$ cat config.mk
export PLATFORM = sky130hd
export DESIGN_NAME = adder_share_arbiter
export DESIGN_NICKNAME = d
export VERILOG_FILES = /design/src/rtl/adder_share_arbiter.sv
export SDC_FILE = /design/constraint.sdc
export NUM_CORES = 1
export LEC_CHECK = 0
export CAP_MARGIN = 20
export CORE_AREA = 5 5 150 152
export CTS_BUF_LIST = sky130_fd_sc_hd__clkbuf_8
export DETAILED_ROUTE_END_ITERATION = 10
export DIE_AREA = 0 0 155 157
export DONT_BUFFER_PORTS = 1
export RECOVER_POWER = 50
export SLEW_MARGIN = 20
export SYNTH_ARGS = -nofsm -noshare
export SYNTH_HDL_FRONTEND = slang
export SYNTH_SLANG_ARGS = --single-unit
$ cat constraint.sdc
create_clock -name clk -period 1.8 [get_ports clk]
set_input_delay 0.27 -clock clk [delete_from_list [all_inputs] [get_ports clk]]
set_output_delay 0.27 -clock clk [all_outputs]
set_load 0.02 [all_outputs]
$ cat src/rtl/adder_share_arbiter.sv
// adder_share_arbiter: round-robin arbiter/sequencer sharing one registered
// adder among NUM_REQ requesters, with a backpressured tagged response.
// Optional feature macro: ADDER_ARB_OVF_EN (enables the signed overflow flag).
module adder_share_arbiter #(
   parameter int unsigned NUM_REQ = 4,
   parameter int unsigned WIDTH   = 32,
   parameter int unsigned ID_W    = $clog2(NUM_REQ)
) (
   input  logic                       clk,
   input  logic                       resetn,
   input  logic [NUM_REQ-1:0]         req_valid,
   input  logic [NUM_REQ*WIDTH-1:0]   req_a,
   input  logic [NUM_REQ*WIDTH-1:0]   req_b,
   output logic [NUM_REQ-1:0]         req_ready,
   output logic [WIDTH-1:0]           add_a,
   output logic [WIDTH-1:0]           add_b,
   input  logic [WIDTH-1:0]           add_result,
   output logic                       rsp_valid,
   input  logic                       rsp_ready,
   output logic [ID_W-1:0]            rsp_id,
   output logic [WIDTH-1:0]           rsp_sum,
   output logic                       rsp_ovf
);

   typedef enum logic [1:0] {
      S_IDLE = 2'd0,
      S_EXEC = 2'd1,
      S_RESP = 2'd2
   } state_t;

   state_t            r_state;
   logic [ID_W-1:0]   r_rr_ptr;
   logic [WIDTH-1:0]  r_op_a;
   logic [WIDTH-1:0]  r_op_b;
   logic [ID_W-1:0]   r_rsp_id;
   logic              r_rsp_valid;

   logic              w_found;
   logic [ID_W-1:0]   w_grant;
   logic [ID_W-1:0]   w_idx;
   logic              w_window;
   logic              w_accept;
   logic [ID_W-1:0]   w_next_ptr;
   logic [WIDTH-1:0]  w_sel_a;
   logic [WIDTH-1:0]  w_sel_b;

   // Round-robin search: first valid requester at or above rr_ptr, wrapping.
   always_comb begin
      w_found = 1'b0;
      w_grant = '0;
      w_idx   = '0;
      for (int unsigned k = 0; k < NUM_REQ; k++) begin
         w_idx = ID_W'((32'(r_rr_ptr) + k) % NUM_REQ);
         if (!w_found && req_valid[w_idx]) begin
            w_found = 1'b1;
            w_grant = w_idx;
         end
      end
   end

   // Accept window is IDLE, or RESP while the current response drains.
   always_comb begin
      w_window   = (r_state == S_IDLE) || ((r_state == S_RESP) && rsp_ready);
      w_accept   = resetn && w_window && w_found;
      w_next_ptr = ID_W'((32'(w_grant) + 32'd1) % NUM_REQ);
      w_sel_a    = req_a[32'(w_grant)*WIDTH +: WIDTH];
      w_sel_b    = req_b[32'(w_grant)*WIDTH +: WIDTH];
   end

   // One-hot ready for the granted requester; all zero in reset or outside window.
   always_comb begin
      req_ready = '0;
      if (w_accept) begin
         req_ready[w_grant] = 1'b1;
      end
   end

   // Sequencer: latch operands on accept, one EXEC cycle, hold RESP until drained.
   always_ff @(posedge clk) begin
      if (!resetn) begin
         r_state     <= S_IDLE;
         r_rr_ptr    <= '0;
         r_op_a      <= '0;
         r_op_b      <= '0;
         r_rsp_id    <= '0;
         r_rsp_valid <= 1'b0;
      end else begin
         case (r_state)
            S_IDLE: begin
               if (w_accept) begin
                  r_op_a   <= w_sel_a;
                  r_op_b   <= w_sel_b;
                  r_rsp_id <= w_grant;
                  r_rr_ptr <= w_next_ptr;
                  r_state  <= S_EXEC;
               end
            end
            S_EXEC: begin
               r_rsp_valid <= 1'b1;
               r_state     <= S_RESP;
            end
            S_RESP: begin
               if (rsp_ready) begin
                  r_rsp_valid <= 1'b0;
                  if (w_accept) begin
                     r_op_a   <= w_sel_a;
                     r_op_b   <= w_sel_b;
                     r_rsp_id <= w_grant;
                     r_rr_ptr <= w_next_ptr;
                     r_state  <= S_EXEC;
                  end else begin
                     r_state  <= S_IDLE;
                  end
               end
            end
            default: begin
               r_rsp_valid <= 1'b0;
               r_state     <= S_IDLE;
            end
         endcase
      end
   end

   assign add_a     = r_op_a;
   assign add_b     = r_op_b;
   assign rsp_valid = r_rsp_valid;
   assign rsp_id    = r_rsp_id;
   assign rsp_sum   = r_rsp_valid ? add_result : '0;

`ifdef ADDER_ARB_OVF_EN
   // Signed overflow: like-signed operands producing an opposite-signed sum.
   assign rsp_ovf = r_rsp_valid
                    && (r_op_a[WIDTH-1] == r_op_b[WIDTH-1])
                    && (add_result[WIDTH-1] != r_op_a[WIDTH-1]);
`else
   assign rsp_ovf = 1'b0;
`endif

endmodule

# Word level (Yosys, flattened, before mapping)
# Index checks and enable logic that the tools add are counted.
[word_totals] reg_bits=71 input_bits=295 out_inout_bits=104 wordCells=77
[op_classes] n_addsub=4 n_lt_le_gt_ge=6 eq_ne=4 n_shift=2 muxes=38 n_bitwise=1 reduce_logical=16
[op_table] operator="$shiftx 128x8->32" count=2
[op_table] operator="$mux 32" count=5
[op_table] operator="$pmux 32 s2" count=2
[op_table] operator="$mux 2" count=10
[op_table] operator="$lt 2x3->1 const B" count=5
[op_table] operator="$mux 1" count=11
[op_table] operator="$bmux 1 s2" count=4
[op_table] operator="$pmux 2 s2" count=2
[op_table] operator="$logic_and 1x1->1" count=7
[op_table] operator="$pmux 2 s3" count=1
[op_table] operator="$reduce_and 2->1" count=3
[op_table] operator="$add 2x1->2 const B" count=2
[op_table] operator="$add 2x2->2 const B" count=2
[op_table] operator="$mux 4" count=1
[op_table] operator="$ne 2x2->1 const B" count=2
[op_table] operator="$logic_not 1->1" count=3
[op_table] operator="$pmux 1 s3" count=1
[op_table] operator="$demux 1 s2" count=1
[op_table] operator="$eq 2x1->1 const B" count=1
[op_table] operator="$eq 2x2->1 const B" count=1
[op_table] operator="$ge 2x1->1 const B" count=1
[op_table] operator="$logic_not 2->1" count=1
[op_table] operator="$reduce_bool 2->1" count=1
[op_table] operator="$logic_or 1x1->1" count=1
[op_table] operator="$not 1->1" count=1

# Logic depth before layout (Yosys ltp)
# Gate-level depths: netlist of run 1.
[logic_depth] depth_word=17 depth_mapped=9 ltp_nobuf=7

# Least setup slack after synthesis of run 1
# Ideal clock, no wire load.
[synth_path] kind="input-to-output" startpoint="input req_valid[1]" endpoint="output req_ready[0]" arrival_ns=1.748 t_required_ns=1.530 path_slack_ns=-0.218 stages=8 n_path_buf=3 cell_sequence="nor2_1 nor4b_4 nor2_2 buf_6 buf_6 buf_6 ha_1 and2_1"
[synth_via] elab_chain_len=17 elab_cells_between_ends=29 classes_between="order compare (2); mux (19); reduce/logical (8)"
[synth_lines] element="start, declared" line_no="11" text="input logic [NUM_REQ-1:0] req_valid,"
[synth_lines] element="$bmux 1 s2" line_no="54" text="if (!w_found && req_valid[w_idx]) begin"
[synth_lines] element="$mux 1 (not written as such)" line_no="54"
[synth_lines] element="$mux 1" line_no="54"
[synth_lines] element="$logic_not 1->1" line_no="54"
[synth_lines] element="$logic_and 1x1->1" line_no="54"
[synth_lines] element="$mux 1" line_no="54"
[synth_lines] element="$logic_not 1->1" line_no="54"
[synth_lines] element="$logic_and 1x1->1" line_no="54"
[synth_lines] element="$mux 1" line_no="54"
[synth_lines] element="$logic_not 1->1" line_no="54"
[synth_lines] element="$logic_and 1x1->1" line_no="54"
[synth_lines] element="$mux 2" line_no="54"
[synth_lines] element="$lt 2x3->1 (not written as such) or $ge 2x1->1 (tied branches)" line_no="74" text="req_ready[w_grant] = 1'b1;"
[synth_lines] element="$logic_and 1x1->1 (not written as such)" line_no="74"
[synth_lines] element="$mux 1 (not written as such)" line_no="74"
[synth_lines] element="$demux 1 s2" line_no="74"
[synth_lines] element="$mux 4 *" line_no="73" text="if (w_accept) begin"
[synth_lines] element="end, declared" line_no="14" text="output logic [NUM_REQ-1:0] req_ready,"
# Mark *: on every way between the ends. The rest lies on a longest branch, timed or not. The select of a mux whose other input is x is not followed.

# Final worst setup path of run 1
[layout_path] startpoint="register r_rr_ptr[0]" endpoint="register r_op_b[20] (netlist: add_b[20])"
[layout_via] elab_chain_len=16 elab_cells_between_ends=30 classes_between="add/sub (3); shift (1); mux (19); reduce/logical (7)"
[layout_lines] element="start, declared" line_no="32" text="logic [ID_W-1:0] r_rr_ptr;"
[layout_lines] element="start signal, assigned" line_no="94" text="r_rr_ptr <= w_next_ptr;"
[layout_lines] element="start signal, assigned" line_no="109" text="r_rr_ptr <= w_next_ptr;"
[layout_lines] element="parallel branches: the longest is 13 deep, another holds $add 2x1->2"
[layout_lines] element="$mux 32 *" line_no="90, 105"
[layout_lines] element="$mux 32" line_no="103" text="if (rsp_ready) begin"
[layout_lines] element="$pmux 32 s2 *" line_no="88" text="case (r_state)"
[layout_lines] element="end signal, assigned" line_no="92" text="r_op_b <= w_sel_b;"
[layout_lines] element="end signal, assigned" line_no="107" text="r_op_b <= w_sel_b;"
[layout_lines] element="end, declared" line_no="34" text="logic [WIDTH-1:0] r_op_b;"
# Mark *: on every way between the ends. The select of a mux whose other input is x is not followed.
# A chain may end at the register's enable or synchronous reset.

==> results of run 1 <==
-- layout make-up --
| class | count | area (sq um) | share of cell area |
|---|---|---|---|
| multi-input combinational | 391 | 3030 | 0.535 |
| sequential | 71 | 1430 | 0.252 |
| timing repair buffer | 52 | 633 | 0.112 |
| tap | 275 | 344 | 0.0608 |
| clock buffer | 10 | 138 | 0.0243 |
| clock inverter | 6 | 61.3 | 0.0108 |
| inverter | 5 | 28.8 | 0.00508 |
-- cells in the final DEF, fill, tap and decap left out, types with 3 or more instances in the layout --
cell type   count
dfxtp_1        69
nand3_1        59
o21ai_0        58
a21oi_1        53
a221o_1        49
mux2_1         39
and2_1         31
buf_4          27
mux2i_1        23
o221ai_1       10
clkbuf_8       10
buf_12         10
buf_6           9
nand2_1         7
mux2_2          6
and3_1          5
nor2_1          4
nor2_4          4
and2_4          4
mux2_4          4
o32ai_1         4
ha_4            4
nor2b_4         3
a211oi_1        3
a211oi_2        3
clkinvlp_4      3
-- worst min path at each step --
stage / startpoint / slack (ps) / cells after the start / end
after floorplan: resetn / 420 / 2 / add_a[20]
after global placement: resetn / 430 / 2 / add_b[2]
after detailed placement: resetn / 430 / 1 / rsp_valid
after CTS: resetn / 20 / 2 / add_b[2]
after global routing: resetn / 30 / 2 / add_b[2]
final: resetn / 50 / 2 / add_b[2]
-- per-stage QoR --
| stage | TNS, ps | instances | hold slack [ps] | utilization |
|---|---|---|---|---|
| floorplan | -211 | 524 | 418 | - |
| global placement | -13480 | 782 | 426 | 0.247 |
| detailed placement | -12900 | 782 | 429 | 0.247 |
| CTS | -14930 | 803 | 18.0 | 0.263 |
| global route | -16920 | 810 | 27.9 | 0.271 |
| finish | -11870 | 810 | 54.2 | 0.271 |
-- critical path, delay by kind of cell, from the launching register on --
family | cells | cell delay, ps
compound gates | 1 | 300
flops | 1 | 380
buf+inv | 3 | 500
simple gates | 3 | 430
mux | 1 | 320
-- sequential cells by signal (all words and copies together), names as in the netlist --
signal / count
rsp_id: 2
rsp_valid: 1
r_state: 2
add_b: 32
add_a: 32
r_rr_ptr: 2
-- cell families (layout without fill, tap and decap cells) --
logic type	Yosys count	after routing	share of synthesized area
AOI/OAI and AO/OA	186	186	0.278
other	1	1	0.000825
buffers and inverters	62	73	0.0636
DFF	71	71	0.313
and+or+nand+nor	125	125	0.156
muxes	75	75	0.179
adders and majority gates	4	4	0.0110
-- what timing repair did --
action | 4_1_cts | 5_1_grt
endpoints found under the setup margin | 65 | 100
pin swaps | 6 | 2
buffers inserted | 4 | 5
gates resized for setup | 20 | 21
cloned | 1 | 3
-- layer usage --
metal  global-route usage  vias up
met5                    0        -
met2                0.234      242
li1                     -     2011
met1                0.171     2192
met3               0.0539       31
met4               0.0471        4
-- power groups by stage --
stage,Sequential (mW),Combinational (mW),Clock (mW)
6_report,2.30,1.65,1.36
5_1_grt,2.33,1.78,1.50
4_1_cts,2.31,1.55,1.44
3_5_place_dp,2.35,1.45,0
3_3_place_gp,2.35,1.44,0
2_1_floorplan,2.26,1.08,0
==> metrics.md, run 1 <==
| Metric | Value |
|---|---|
| DRT iter0 DRCs | 337 |
| Power Dens Cells | 939 mW/mm^2 |
| TritonCTS Buffers | 9 |
| Clock group share of total power | 0.257 |
| CTS tree | built |
| Beginning of the critical path | r_rr_ptr[0] |
| Total Power | 5.31 mW |
| Setup violations, final | 65 |
| Clock Path Buffers | 2 |
| Die area | roughly 0.024 sq mm |
| Vias in the first global route | 4275 |
| Antenna Nets Post-Route | 0 |
| Status | finished, violations left |
| DRC viols | 0 |
| Root buf cell | clkbuf_8 |
| Worst clock skew | 12.1 ps |
| Worst EP arrival | ~2300 ps |
| Pint | 3.27 mW |
| Clock sinks | 71 |
| RD Place Congestion | approximately 0.85 |
| Largest stage delay, worst path | 380 ps |
| Yosys warning count | 0 |
| Chip Width | ~160 um |
| Highest routed layer | met5 |
| DRT Pass-1 Iters | 5 |
| First-pass GRT wire length | 26.6 mm |
| Seq/Total Area, Yosys | 0.313 |
| Leakage | 2.19 nW |
| IO Port Bufs | 0 |
| Grt ovf | 0 |
| FFs w/ async S/R, synth | 0 |
| Slowest CP cell | dfxtp_4 |
| Max-cap violations | 0 |
| Mapped Nets | 823 |
| Clk slew on worst S/H paths | roughly 90 ps |
| Std-Cell Rows | 53 |
| Clk Latency, worst-skew pair | between 300 and 400 ps |
| CP Capture Type | flop |
| Fmax | 488 MHz |
| WP data required | between 2000 and 2500 ps |
| Top cells by area, synth | dfxtp_1 31%, mux2_1 11%, a221o_1 11%, nand3_1 6.5%, o21ai_0 6.4% |
| Slew Viols, Final | 0 |
| Syn Std Cell Area | approximately 0.0045 sq mm |
| Fraction of power consumed by combinational cells | 0.310 |
| Post-Route WL | 20.3 mm |
| RSZ-0062 raised after global routing | true |
| Sequential share of power | 0.433 |
| H-tree lvl count | 3 |
| Top_reg_cell synth | dfxtp_1 |
| HP Class | in2reg |
| Post-route setup slack | -248 ps |
| Critical Path Sink | add_b[20] |
| Place WS | -253 ps |
| Starting density of the core | 0.218 |
| Share of cells above drive strength 1 | 0.209 |
| R2R Path End | add_b[20] |
| EDFF count, synth | 0 |
| Failing checks | setup timing |
| Boundary Pins | 399 |
| RR Startpoint | r_rr_ptr[0] |
| Synth unique cells | 35 |
| Via count | 4480 |
| Yosys reg bits | 71 |
| Worst R2R Path Depth | 8 |
| Area after DPL | 0.00517 sq mm |
| Met1 WL | 8.14 mm |
| WL per Instance | 25.1 um |
| Final Hold Vio Count | 0 |
| Met3 routed WL | 1.85 mm |
| Largest net degree at the start of global routing | 50 |
| Mean Syn Cell Area | 8.68 sq um |
| Antenna diode count | 0 |
| Kind of critical path | reg2reg |
| Vias/cell | around 5.5 |
| CTS hold repair buffers | 0 |
| Worst setup SP type | flop |
| Most frequent cell after synthesis | dfxtp_1 |
| FILL cells | 2233 |
| DIE HEIGHT | 157 um |
| Net Sw Frac | 0.384 |
| Reg2Reg Setup Slack | -250 ps |
| Cells after synthesis | approximately 520 |
| Area Overhead vs Synth | 24.5% |
| Final period utilization | 1.14 |
| Gr usage total | 0.142 |
| Maximum vdd drop | 0.000368 V |
| Final min period | 2050 ps |
| Post-route cell area | roughly 0.0057 sq mm |
| Worst-path cell chain | nor2b_4 -> buf_6 -> nor4_4 -> nor2_4 -> buf_4 -> clkbuf_16 -> mux2_1 -> a221o_1 |
| Fin nets | 829 |
| Worst Path Max Fanout | 10 |
| DR WL met2 | 9.88 mm |
| Area leader, netlist | dfxtp_1 |
| Synth top area share | 0.313 |
| Net Sw Power | just over 2 mW |
| Leading cell types by count after synthesis | 71 x dfxtp_1, 59 x nand3_1, 58 x o21ai_0 |
| CORE AREA | approximately 0.021 sq mm |
| Detailed Place HPWL | approximately 15 mm |
| Initial antenna violation count | 2 |
Note: power is estimated with default switching activity, not from simulation.
==> run 2: changes to the inputs <==
- REMOVE_ABC_BUFFERS: not set -> 1
==> run 2 against run 1 <==
The flow still finishes with violations (setup timing). Utilization up 4.8 points. Total power up 13%. Maximum frequency down 3.4%. Global-route usage up 3.3 points. Critical endpoint is now req_ready[1]. Largest power group unchanged. Hold slack about the same. Die area unchanged. Combinational power up 31%.
==> metrics.md, run 2 (synthesis results as in run 1) <==
| Metric | Value |
|---|---|
| Critical Path Sink | req_ready[1] |
| Clk Latency, worst-skew pair | 370 ps |
| R2R Path End | add_a[26] |
| Grt ovf | 0 |
| Worst setup SP type | flop |
| Multi-input combinational cell area | about 0.0033 sq mm |
| RSZ-0062 raised after global routing | true |
| Worst R2R Path Depth | 9 |
| IO Port Bufs | 0 |
| Largest net degree at the start of global routing | 32 |
| Share of cells above drive strength 1 | 0.397 |
| First-pass GRT wire length | between 30 and 40 mm |
| Total Power | 6.01 mW |
| Cell mode on critical path | buf_12 |
| Net Sw Frac | 0.370 |
| Setup violations, final | 67 |
| Slew Viols, Final | 0 |
| Final Hold Vio Count | 0 |
| FILL cells | 2118 |
| Final period utilization | 1.18 |
| Highest routed layer | met5 |
| CP Capture Type | primary output |
| Die area | 0.0243 sq mm |
| H-tree lvl count | 3 |
| Fin nets | 869 |
| Kind of critical path | reg2out |
| Most common cell after layout, fill and taps aside | dfxtp_1 |
| Maximum vdd drop | 0.000305 V |
| HP Class | in2reg |
| Levels on crit path | 9 |
| Slowest CP cell | dfxtp_4 |
| DRT iter0 DRCs | 377 |
| Pint | 3.79 mW |
| Max-slew headroom at the worst pin | 0.629 |
| Clk slew on worst S/H paths | roughly 80 ps |
| Root buf cell | clkbuf_8 |
| Met3 routed WL | 2.41 mm |
| WL per Instance | 28.0 um |
| Starting density of the core | 0.218 |
| CTS tree | built |
| Leakage | around 2.8 nW |
| Sequential cell area | 0.00143 sq mm |
| Clock sinks | 71 |
| Fmax | approximately 470 MHz |
| Commonest non-fill, non-tap cells in the layout | 68 x dfxtp_1, 58 x o21ai_0, 49 x a221o_1 |
| Met1 WL | a little over 8 mm |
| Failing checks | setup timing |
| Reg2Reg Setup Slack | -300 ps |
| Max-cap violations | 0 |
| Clock group share of total power | 0.255 |
| Area Overhead vs Synth | 46.5% |
| Post-route cell area | approximately 0.0067 sq mm |
| Area after DPL | 0.00529 sq mm |
| Final min period | about 2100 ps |
| Vias/cell | 5.59 |
| Worst Path Max Fanout | 4 |
| Buf/Inv on CP | 4 |
| Worst slew pin tran | between 500 and 600 ps |
| DRT Pass-1 Iters | 4 |
| Cell family with most CP delay | simple AND/OR/NAND/NOR gates |
| Antenna Nets Post-Route | 0 |
| Clock Path Buffers | 2 |
| Place WS | -269 ps |
| Fraction of power consumed by combinational cells | 0.360 |
| Detailed Place HPWL | 16.5 mm |
| Initial antenna violation count | 4 |
| Sequential share of power | 0.386 |
| TritonCTS Buffers | 9 |
| Gr usage total | 0.176 |
| Via count | ~4800 |
| WP data required | 1530 ps |
| Std-Cell Rows | 53 |
| DIE HEIGHT | ~160 um |
| Vias in the first global route | roughly 5000 |
| Worst-path cell chain | nor2b_4 -> buf_6 -> nor4b_4 -> nor2_4 -> buf_12 -> inv_8 -> ha_4 -> and2_4 -> buf_12 |
| Largest stage delay, worst path | 380 ps |
| Antenna diode count | 0 |
| RD Place Congestion | 0.779 |
| DR WL met2 | approximately 13 mm |
| Beginning of the critical path | r_rr_ptr[0] |
| Worst EP arrival | 1850 ps |
| Status | finished, violations left |
| DRC viols | 0 |
| CORE AREA | 0.0209 sq mm |
| Boundary Pins | ~400 |
| Net Sw Power | 2.22 mW |
| RR Startpoint | r_rr_ptr[0] |
| Worst clock skew | between 10 and 15 ps |
| Post-Route WL | 23.7 mm |
| Power Dens Cells | 902 mW/mm^2 |
| Chip Width | 155 um |
| Post-route setup slack | -321 ps |
[run 2: timing repair]
item                       4_1_cts  5_1_grt
buffers inserted                14       11
resized for setup              133       34
pin swaps                       30       15
setup endpoints to repair       92       69
cloned                           9        3
hold buffers                     0        0
[run 2: routing by layer]
layer	track usage	vias up
met5	0	-
met4	0.0425	4
met3	0.0605	31
met2	0.334	343
met1	0.186	2276
li1	-	2096
[run 2: how the worst min path moves through the flow]
stage | from | endpoint | slack, ps | cells after the start
global route | resetn | rsp_valid | 20 | 1
detailed placement | resetn | rsp_valid | 430 | 1
finish | resetn | rsp_valid | 50 | 1
floorplan | resetn | rsp_valid | 420 | 1
CTS | resetn | rsp_valid | 20 | 1
global placement | resetn | add_b[22] | 420 | 2
[run 2: layout make-up]
| cell class | count | area share |
|---|---|---|
| clock buffers | 10 | 0.0207 |
| well taps | 275 | 0.0516 |
| repair buffers | 92 | 0.195 |
| inverters | 5 | 0.00394 |
| flip-flops and latches | 71 | 0.215 |
| multi-input cells | 391 | 0.502 |
| clock inverters | 5 | 0.0122 |
[run 2: power by group through the flow]
| stage | logic [mW] | registers [mW] | clock network, mW |
|---|---|---|---|
| finish | 2.16 | 2.32 | 1.53 |
| global route | 2.31 | 2.35 | 1.65 |
| CTS | 2.00 | 2.32 | 1.59 |
| detailed placement | 1.49 | 2.36 | 0 |
| global placement | 1.48 | 2.36 | 0 |
| floorplan | 0.959 | 2.27 | 0 |
[run 2: worst register-to-register path: stages, from the launching register on]
cell and delay (ps):
dfxtp_4 380, nor2b_4 50, buf_6 120, nor4b_4 280
nor2_4 110, buf_4 150, buf_12 140, clkbuf_16 170
mux2_4 300, a221o_1 290
[run 2: metrics by stage]
stage                util  hold slack (ps)  instances  TNS, ps
floorplan               -              418        467  -156300
global placement    0.253              424        801   -11800
detailed placement  0.253              432        801   -13440
CTS                 0.306             15.5        839   -15190
global route        0.319             23.4        849   -20820
finish              0.319             54.0        849   -15970
==> run 3: changes to the inputs <==
- CORE_AREA: 5 5 150 152 -> 2 2 153 155
- clock period: 1.8 -> 2.7 ns (I/O delays scaled with it)
==> run 3 against run 2 <==
The flow now finishes without violations. Wire length decreased by 22%. Die area unchanged. Cell area decreased by 24%. Total power decreased by 46%. Clock-buffer cell count unchanged. Critical path type unchanged. Register-to-register slack improved by 730 ps. Sequential share of layout area increased by 6.6 points. Cell count decreased by 6.7%. Combinational power decreased by 60%. Sequential cell count unchanged. Hold slack improved by 130 ps. Utilization decreased by 9.4 points. Critical endpoint is now req_ready[3].
==> metrics.md, run 3 (synthesis results as in run 1) <==
| Metric | Value |
|---|---|
| HP Class | in2reg |
| Place WS | around 330 ps |
| Max-slew headroom at the worst pin | 0.222 |
| Fin nets | 794 |
| DRC viols | 0 |
| Die area | 0.0243 sq mm |
| Boundary Pins | approximately 400 |
| Hold depth | 2 |
| IO Port Bufs | 0 |
| Fmax | 392 MHz |
| Gr usage total | 0.139 |
| Worst-path cell chain | nor2b_1 -> nor4b_4 -> nor2_4 -> buf_12 -> inv_2 -> ha_1 -> and2_1 |
| Vias/cell | roughly 5.6 |
| WP data required | 2300 ps |
| Share of cells above drive strength 1 | 0.0922 |
| Final period utilization | 0.945 |
| Final Hold Vio Count | 0 |
| Max-cap violations | 0 |
| Worst slew pin tran | 1170 ps |
| Worst Path Max Fanout | 32 |
| Detailed Place HPWL | about 14 mm |
| Final min period | 2550 ps |
| Post-route cell area | 0.00507 sq mm |
| Slew Viols, Final | 0 |
| Starting density of the core | 0.202 |
| Reg2Reg Setup Slack | 430 ps |
| Largest stage delay, worst path | between 300 and 400 ps |
| Final Non-Filler Cells | 792 |
| DRT iter0 DRCs | 376 |
| Postcts setup bufs | 0 |
| Via count | 4406 |
| First-pass GRT wire length | 25.6 mm |
| CP Capture Type | primary output |
| DRT Pass-1 Iters | 5 |
| Power Dens Cells | 638 mW/mm^2 |
| TritonCTS Buffers | 9 |
| Dpl cells | 769 |
| Post-route setup slack | 149 ps |
| Hold WS | roughly 190 ps |
| Maximum vdd drop | roughly 0.00020 V |
| Kind of critical path | reg2out |
| Worst setup SP type | flop |
| Area after DPL | slightly below 0.005 sq mm |
| Vias in the first global route | 4236 |
| Root buf cell | clkbuf_8 |
| Worst clock skew | 9.93 ps |
| WL per Instance | roughly 23 um |
| Grt ovf | 0 |
| Clock sinks | between 70 and 80 |
| Largest net degree at the start of global routing | 50 |
| Setup violations, final | 0 |
| Util after Layout | 0.225 |
| Clk Latency, worst-skew pair | around 360 ps |
| Antenna Nets Post-Route | 0 |
| Commonest non-fill, non-tap cells in the layout | 70 x dfxtp_1, 59 x nand3_1, 58 x o21ai_0 |
| RSZ-0062 raised after global routing | false |
| Status | finished, final reports clean |
| RR Startpoint | r_rr_ptr[0] |
| Chip Width | 155 um |
| Most common cell after layout, fill and taps aside | dfxtp_1 |
| RD Place Congestion | 0.794 |
| Slowest CP cell | dfxtp_1 |
| Initial antenna violation count | 9 |
| FILL cells | 2504 |
| Worst EP arrival | 2150 ps |
| DIE HEIGHT | 157 um |
| Critical Path Sink | req_ready[3] |
| Worst R2R Path Depth | 6 |
| CTS tree | built |
| Area Overhead vs Synth | 11.5% |
| Std-Cell Rows | 55 |
| Post-Route WL | approximately 18 mm |
| Clock Path Buffers | 2 |
| R2R Path End | add_a[26] |
| Leakage | ~1.9 nW |
| Clk slew on worst S/H paths | 90 ps |
| CORE AREA | 0.0225 sq mm |
| H-tree lvl count | 3 |
| Beginning of the critical path | r_rr_ptr[0] |
run 3: cell count changes in the layout (fill, tap and decap cells not counted), moves of 8 or more:
| cell | change |
|---|---|
| mux2_4 | -39 |
| diode_2 | +8 |
| nand3_2 | -20 |
| nand3_1 | +21 |
| buf_12 | -17 |
| buf_6 | -14 |
| buf_4 | -31 |
| mux2_1 | +40 |
| a21oi_2 | -15 |
| a21oi_1 | +16 |
run 3: metal layers:
layer / global-route usage / routed length [um] / share of wire / vias up
met5: 0 / 11 / 0.00060 / -
met4: 0.0723 / 770 / 0.042 / 2
met3: 0.0493 / 1890 / 0.10 / 47
met2: 0.245 / 9130 / 0.49 / 330
met1: 0.146 / 6660 / 0.36 / 2080
li1: - / - / - / 1947
run 3: per-stage QoR:
step	power [mW]	setup TNS (ps)
global route	3.43	0
global placement	2.44	0
finish	3.23	0
detailed placement	2.44	0
CTS	3.29	0
floorplan	2.15	-103260
run 3: how the worst min path moves through the flow:
stage	from	to
6_report	resetn	add_b[8]
5_1_grt	resetn	add_a[20]
4_1_cts	resetn	add_b[8]
3_5_place_dp	r_rr_ptr[0]	r_rr_ptr[0]
3_3_place_gp	r_rr_ptr[0]	r_rr_ptr[0]
2_1_floorplan	r_rr_ptr[0]	r_rr_ptr[0]
run 3: final cells by class:
| class | instances | area [sq um] | area share |
|---|---|---|---|
| diodes | 8 | 20.0 | 0.00395 |
| clock buffers | 10 | 138 | 0.0271 |
| clock inverters | 5 | 35.0 | 0.00691 |
| inverters | 5 | 18.8 | 0.00370 |
| multi-input cells | 391 | 2860 | 0.564 |
| flip-flops and latches | 71 | 1420 | 0.281 |
| well taps | 285 | 357 | 0.0703 |
| repair buffers | 17 | 220 | 0.0434 |
run 3: report_power, final:
group / internal (mW) / switching, mW / total, mW
registers: 1.21 / 0.331 / 1.54
logic: 0.372 / 0.496 / 0.867
clock network: 0.352 / 0.473 / 0.825
total: 1.93 / 1.30 / 3.23
run 3: repair_timing:
action                                  in CTS  in global routing
resized for setup                            0                  2
hold buffers                                 0                  0
endpoints found under the setup margin       0                  2
hold endpoints to repair                     0                  0
run 3: worst max-delay path: cells and delay by family, from the launching register on:
family | cells | cell delay, ps
simple gates | 4 | 830
buf+inv | 2 | 370
flops | 1 | 350
fa+ha+maj | 1 | 210
